<file path="config.mk">
export PLATFORM = sky130hd
export DESIGN_NAME = writeback_stage
export DESIGN_NICKNAME = d
export VERILOG_FILES = /design/src/rtl/writeback_stage_pkg.sv /design/src/rtl/writeback_stage_load_extract.sv /design/src/rtl/writeback_stage.sv
export SDC_FILE = /design/constraint.sdc
export NUM_CORES = 1
export LEC_CHECK = 0
export ABC_AREA = 1
export CAP_MARGIN = 20
export CORE_MARGIN = 2
export CORE_UTILIZATION = 46
export CTS_CLUSTER_DIAMETER = 60
export DETAILED_ROUTE_END_ITERATION = 8
export PLACE_DENSITY = 0.85
export SYNTH_ARGS = -nofsm -noshare
export SYNTH_HDL_FRONTEND = slang
export SYNTH_SLANG_ARGS = --single-unit
</file>
<file path="constraint.sdc">
create_clock -name clk -period 2.1 [get_ports clk]
set_input_delay 0.42 -clock clk [delete_from_list [all_inputs] [get_ports clk]]
set_output_delay 0.42 -clock clk [all_outputs]
set_load 0.005 [all_outputs]
</file>
<file path="src/rtl/writeback_stage_pkg.sv">
// writeback_stage_pkg
//   Shared definitions for the write-back stage: write-back source
//   encodings, load funct3 codes, the FSM state type and the record
//   captured for a load while its memory response is outstanding.
package writeback_stage_pkg;

  // Write-back source select
  localparam logic [1:0] WB_ALU = 2'd0;
  localparam logic [1:0] WB_PC4 = 2'd1;
  localparam logic [1:0] WB_MEM = 2'd2;
  localparam logic [1:0] WB_CSR = 2'd3;

  // Load width / sign encodings (funct3 of the LOAD opcode)
  localparam logic [2:0] FNC_LB  = 3'b000;
  localparam logic [2:0] FNC_LH  = 3'b001;
  localparam logic [2:0] FNC_LW  = 3'b010;
  localparam logic [2:0] FNC_LBU = 3'b100;
  localparam logic [2:0] FNC_LHU = 3'b101;

  typedef enum logic {
    S_IDLE     = 1'b0,
    S_WAIT_MEM = 1'b1
  } wb_state_e;

  // Everything needed to finish a load once its data comes back
  typedef struct packed {
    logic       reg_we;
    logic [4:0] rd;
    logic [2:0] funct3;
    logic [1:0] off;
  } pend_load_t;

endpackage

</file>
<file path="src/rtl/writeback_stage_load_extract.sv">
// load_extract
//   Combinational load data alignment and extension.
//   Ports:
//     funct3  in  3   load width/sign
//     off     in  2   byte offset within the word
//     data    in  32  word-aligned memory data
//     result  out 32  aligned, sign/zero-extended value
//   Halfword loads use only off[1]; misaligned halves are not supported.
module load_extract
  import writeback_stage_pkg::*;
(
  input  logic [2:0]  funct3,
  input  logic [1:0]  off,
  input  logic [31:0] data,
  output logic [31:0] result
);

  logic [7:0]  byte_sel;
  logic [15:0] half_sel;

  always_comb begin
    byte_sel = data[7:0];
    case (off)
      2'd0: byte_sel = data[7:0];
      2'd1: byte_sel = data[15:8];
      2'd2: byte_sel = data[23:16];
      2'd3: byte_sel = data[31:24];
      default: byte_sel = data[7:0];
    endcase
    half_sel = off[1] ? data[31:16] : data[15:0];
  end

  always_comb begin
    result = data;
    case (funct3)
      FNC_LB:  result = {{24{byte_sel[7]}}, byte_sel};
      FNC_LBU: result = {24'd0, byte_sel};
      FNC_LH:  result = {{16{half_sel[15]}}, half_sel};
      FNC_LHU: result = {16'd0, half_sel};
      default: result = data;  // LW and unused encodings pass the word
    endcase
  end

endmodule

</file>
<file path="src/rtl/writeback_stage.sv">
// writeback_stage
//   Final pipeline stage: picks the write-back source, finishes loads
//   when the data memory responds, and drives the register file write
//   port. While a load is outstanding the stage stops accepting work and
//   raises stall toward decode.
//   Ports:
//     clk, rst              clock, synchronous active-high reset
//     in_valid / in_ready   handshake with execute; stall = !in_ready
//     reg_we, rd, funct3,
//     wb_sel, alu_result,
//     pc, csr_rdata         retiring instruction fields
//     mem_resp_valid/data   load response (single-cycle pulse)
//     we, wa, wd            registered regfile write port
//     resp_orphan           sticky: response seen with no load pending
module writeback_stage
  import writeback_stage_pkg::*;
#(
  parameter int DWIDTH = 32
) (
  input  logic              clk,
  input  logic              rst,
  input  logic              in_valid,
  output logic              in_ready,
  output logic              stall,
  input  logic              reg_we,
  input  logic [4:0]        rd,
  input  logic [2:0]        funct3,
  input  logic [1:0]        wb_sel,
  input  logic [DWIDTH-1:0] alu_result,
  input  logic [DWIDTH-1:0] pc,
  input  logic [DWIDTH-1:0] csr_rdata,
  input  logic              mem_resp_valid,
  input  logic [DWIDTH-1:0] mem_resp_data,
  output logic              we,
  output logic [4:0]        wa,
  output logic [DWIDTH-1:0] wd,
  output logic              resp_orphan
);

  wb_state_e         state, state_nxt;
  pend_load_t        pend, pend_nxt;
  logic              we_nxt;
  logic [4:0]        wa_nxt;
  logic [DWIDTH-1:0] wd_nxt;
  logic              orphan_set;
  logic              accept;
  logic [DWIDTH-1:0] src_data;
  logic [DWIDTH-1:0] load_data;

  load_extract u_load_extract (
    .funct3 (pend.funct3),
    .off    (pend.off),
    .data   (mem_resp_data),
    .result (load_data)
  );

  assign in_ready = (state == S_IDLE);
  assign stall    = ~in_ready;
  assign accept   = in_valid & in_ready;

  // Non-load source mux; WB_MEM never reaches here directly
  always_comb begin
    src_data = alu_result;
    case (wb_sel)
      WB_ALU:  src_data = alu_result;
      WB_PC4:  src_data = pc + DWIDTH'(4);
      WB_CSR:  src_data = csr_rdata;
      default: src_data = alu_result;
    endcase
  end

  always_comb begin
    state_nxt  = state;
    pend_nxt   = pend;
    we_nxt     = 1'b0;
    wa_nxt     = wa;
    wd_nxt     = wd;
    orphan_set = 1'b0;
    case (state)
      S_IDLE: begin
        orphan_set = mem_resp_valid;
        if (accept) begin
          if (wb_sel == WB_MEM) begin
            pend_nxt.reg_we = reg_we;
            pend_nxt.rd     = rd;
            pend_nxt.funct3 = funct3;
            pend_nxt.off    = alu_result[1:0];
            state_nxt       = S_WAIT_MEM;
          end else if (reg_we && rd != 5'd0) begin
            we_nxt = 1'b1;
            wa_nxt = rd;
            wd_nxt = src_data;
          end
        end
      end
      S_WAIT_MEM: begin
        if (mem_resp_valid) begin
          state_nxt = S_IDLE;
          if (pend.reg_we && pend.rd != 5'd0) begin
            we_nxt = 1'b1;
            wa_nxt = pend.rd;
            wd_nxt = load_data;
          end
        end
      end
      default: state_nxt = S_IDLE;
    endcase
  end

  // wa/wd only move with a write so they hold their last value otherwise
  always_ff @(posedge clk) begin
    if (rst) begin
      state       <= S_IDLE;
      pend        <= '0;
      we          <= 1'b0;
      wa          <= 5'd0;
      wd          <= '0;
      resp_orphan <= 1'b0;
    end else begin
      state <= state_nxt;
      pend  <= pend_nxt;
      we    <= we_nxt;
      wa    <= wa_nxt;
      wd    <= wd_nxt;
      if (orphan_set) resp_orphan <= 1'b1;
    end
  end

endmodule

</file>
==> impl_metrics.csv <==
group,metric,value,unit
yosys,ys.warnings.count,0,
critical_path,timing.reg2reg.worst_path_depth,10,
sta,setup_violations,0,
floorplanning,die_w,97.0,um
yosys,netlist_top_cells_area,"sky130_fd_sc_hd__dfxtp_1 (26%), sky130_fd_sc_hd__nand2_1 (20%), sky130_fd_sc_hd__nand3_1 (8.9%), sky130_fd_sc_hd__nor2_1 (5.7%), sky130_fd_sc_hd__o21ai_0 (4.3%)",
yosys,yosys.cell_types.count,46,
floorplanning,design.die.area,9410,um^2
clocking,cts_tree,"built",
critical_path,critical_path.slowest_cell,"sky130_fd_sc_hd__clkdlybuf4s50_1",
final_layout,syn_to_final_growth,59.8,%
yosys,synth_seq_cells,51,
critical_path,worst_setup_path_startpoint,"pc[3]",
clocking,cts_made_buffers,5,
yosys,largest_area_contributor_in_the_synthesized_netlist,"sky130_fd_sc_hd__dfxtp_1",
critical_path,cpMostUsedCell,"sky130_fd_sc_hd__nand2_1",
drt,routed_wire_length_per_instance,17.8,um
sta,clock_skew,0.0128,ns
drt,drc_errors,0,
yosys,syn-instance-count,649,
final_layout,layout-drive-gt1-share,0.126,
clocking,path_clk_slew,0.10,ns
critical_path,crit-reg2reg-launch,"pend[3]$_SDFFE_PP0P_",
critical_path,max_stage_delay,0.51,ns
clocking,clk_path_buf_depth,2,
clocking,post_cts_resized,0,
power_and_ir_drop,irDropWorstVdd,432,uV
job,maxCapViolCount,0,
sta,worstMarginPinSlew,0.468,ns
sta,finalHoldViolCount,0,
global_routing,grt_start_max_net_pins,41,
critical_path,critical_path.max_fanout,4,
critical_path,worst_setup_path_start_kind,"input port",
global_routing,first_pass_grt_wire_length,27600,um
clocking,cts-root-buf,"sky130_fd_sc_hd__clkbuf_8",
final_layout,fill_cells,654,
final_layout,diodes,0,
min_path,min_delay_path_depth,2,
global_routing,via_count_of_the_first_global_routing_pass,5380,
sta,period_minus_slack,1.96,ns
clocking,clock_tree.htree_level_count,2,
place,finalWeightedCongestion,0.954,
critical_path,required,2.36,ns
global_routing,grt_overflow_total,0,
drt,drt_pre_antenna_iters,5,
critical_path,timing.critical_path.arrival,2.22,ns
critical_path,path_cells,"clkdlybuf4s50_1, ha_1, nand2_1, nor2_1, nand2_2, buf_4, xor2_1, o211ai_1, nand3_1, nand2_1",
yosys,synthesis.area,3980,um^2
floorplanning,pin_count,184,
drt,viasPerCell,5.67,
critical_path,critPathKind,"input port to register",
sta,final-max-slew-violation-count,0,
critical_path,setup.worst_path.end_class,"register",
yosys,synth.net_count,793,
global_routing,grt_antenna_before_repair,0,
place,detailed_place_hpwl,14300,um
global_routing,track_usage,0.364,
yosys,yosysTopAreaCellShare,0.257,
floorplanning,initial_core_util,0.479,
min_path,timing.hold.worst.start,"wd[0]$_SDFFE_PP0P_",
status,status,"finished, final reports clean",
clocking,worst_skew_pair.late_latency,0.31,ns
yosys,synth.avg_cell_area,6.13,um^2
sta,maxSlewHeadroom,0.687,
floorplanning,die_h,97.0,um
yosys,seq_area_frac_synth,0.257,
floorplanning,coreArea,8300,um^2
drt,detailedRoute.firstIterationViolations,442,
sta,rsz_0062_raised_after_global_routing,"no",
power_and_ir_drop,power_density_relative_to_cell_area,433,nW/um^2
power_and_ir_drop,p_total,2.75,mW
drt,drt_wl_total,17300,um
floorplanning,number_of_rows_created_at_floorplan,33,
final_layout,finalNetCount,1010,
place,buffer_ports.inserted,183,
place,place_inst,964,
min_path,hold_path.class,"register to register",
power_and_ir_drop,power.leakage,2.67,nW
clocking,cts-hold-fix-buffers,0,
final_layout,layout.cells.non_filler,972,
clocking,post-cts-setup-buffer-count,0,
sta,clock.fmax,509,MHz
sta,share_of_the_cycle_needed_by_the_critical_path_after_routing,0.935,
drt,antenna_violating_nets_post_route,0,
clocking,clock_sinks,51,
drt,num_vias,5508,
sta,worst_hold_slack,0.457,ns
## routing by layer
layer  part of all wire  global-route usage  wire length [um]  up-vias
met5                  0                   0                 0        -
met4              0.061               0.186              1060        0
met3              0.093              0.0701              1600       75
met2               0.45               0.614              7860      359
met1               0.39               0.438              6810     2472
li1                   -                   -                 -     2602
## synth_stat cells (all sizes together)
cell type  number
a22o            1
o211ai          6
a211o           1
a21oi          29
nand3          73
o21bai          2
nor2           69
nor3            7
and2            2
clkbuf          8
a22oi           7
buf            19
o2111ai         1
a221oi         18
a31oi           5
a211oi          1
mux2i           5
o21ai          43
dfxtp          51
ha              1
nand2         231
o221ai          1
a21o            1
nand4           8
xnor2           1
o22ai           1
or2             3
inv            51
xor2            3
## through the flow
stage / util / TNS (ns) / instance area (um^2) / setup slack, ns
6_report: 0.766 / 0 / 6360 / 0.137
5_1_grt: 0.766 / 0 / 6360 / 0.0215
2_1_floorplan: - / 0 / 3980 / 0.593
3_3_place_gp: 0.752 / -0.406 / 6240 / -0.122
4_1_cts: 0.766 / 0 / 6360 / 0.161
3_5_place_dp: 0.752 / -0.986 / 6240 / -0.159
## path summary, 6_finish.rpt
| path | slack (ns) | endpoint |
|---|---|---|
| setup reg to reg | 0.25 | wd[25]$_SDFFE_PP0P_ |
| setup / recovery | 0.14 | wd[10]$_SDFFE_PP0P_ |
| hold reg to reg | 0.46 | wd[0]$_SDFFE_PP0P_ |
| hold / removal | 0.46 | wd[0]$_SDFFE_PP0P_ |
## report_power, final
| group | switching [mW] | total [mW] | internal, mW |
|---|---|---|---|
| Combinational | 0.459 | 0.976 | 0.517 |
| Sequential | 0.0400 | 1.06 | 1.02 |
| Clock | 0.359 | 0.721 | 0.362 |
| Total | 0.857 | 2.75 | 1.90 |
## kinds of logic after synthesis
kind of cell    Yosys count  synth area share
flops                    51             0.257
compound gates          117             0.188
fa+ha+maj                 1           0.00314
mux                       5            0.0126
buf+inv                  78            0.0909
simple gates            393             0.440
xor+xnor                  4           0.00881
## registers in the layout, indices dropped and copies added (netlist names)
name,flops
resp_orphan,1
wd,32
pend,11
stall,1
wa,5
we,1
## critical path, delay by kind of cell
family	cells	cell delay [ns]
compound gates	1	0.30
xor+xnor	1	0.13
fa+ha+maj	1	0.21
buf+inv	2	0.67
simple gates	5	0.50
## cells in the final DEF, fill, tap and decap left out, types with 3 or more instances in the layout
master                            Yosys  final
sky130_fd_sc_hd__a22oi_1              7      7
sky130_fd_sc_hd__inv_1               45     45
sky130_fd_sc_hd__xor2_1               3      3
sky130_fd_sc_hd__or2_2                3      3
sky130_fd_sc_hd__o211ai_1             6      6
sky130_fd_sc_hd__inv_2                5      5
sky130_fd_sc_hd__mux2i_1              5      5
sky130_fd_sc_hd__a31oi_1              5      5
sky130_fd_sc_hd__a21oi_1             28     28
sky130_fd_sc_hd__o21ai_2              6      6
sky130_fd_sc_hd__a221oi_1            18     18
sky130_fd_sc_hd__nand2_1            214    214
sky130_fd_sc_hd__nand3_1             71     71
sky130_fd_sc_hd__o21ai_0             34     34
sky130_fd_sc_hd__nor3_1               6      6
sky130_fd_sc_hd__nand4_1              8      8
sky130_fd_sc_hd__nand2_2             15     15
sky130_fd_sc_hd__nor2_4               6      6
sky130_fd_sc_hd__o21ai_1              3      3
sky130_fd_sc_hd__buf_12               1      5
sky130_fd_sc_hd__clkbuf_8             0      5
sky130_fd_sc_hd__clkdlybuf4s50_1      0    183
sky130_fd_sc_hd__dfxtp_1             51     50
sky130_fd_sc_hd__buf_4                4     49
sky130_fd_sc_hd__nor2_1              60     60
## layout make-up
class                           instances  area, um^2  area share
Clock inverter                          3        47.5     0.00748
Sequential cell                        51        1020       0.161
Clock buffer                            5        68.8      0.0108
Inverter                               51         194      0.0305
Tap cell                              105         131      0.0207
Timing Repair Buffer                  237        2300       0.362
Multi-Input combinational cell        520        2600       0.408
(Power assumes the default switching activity.)
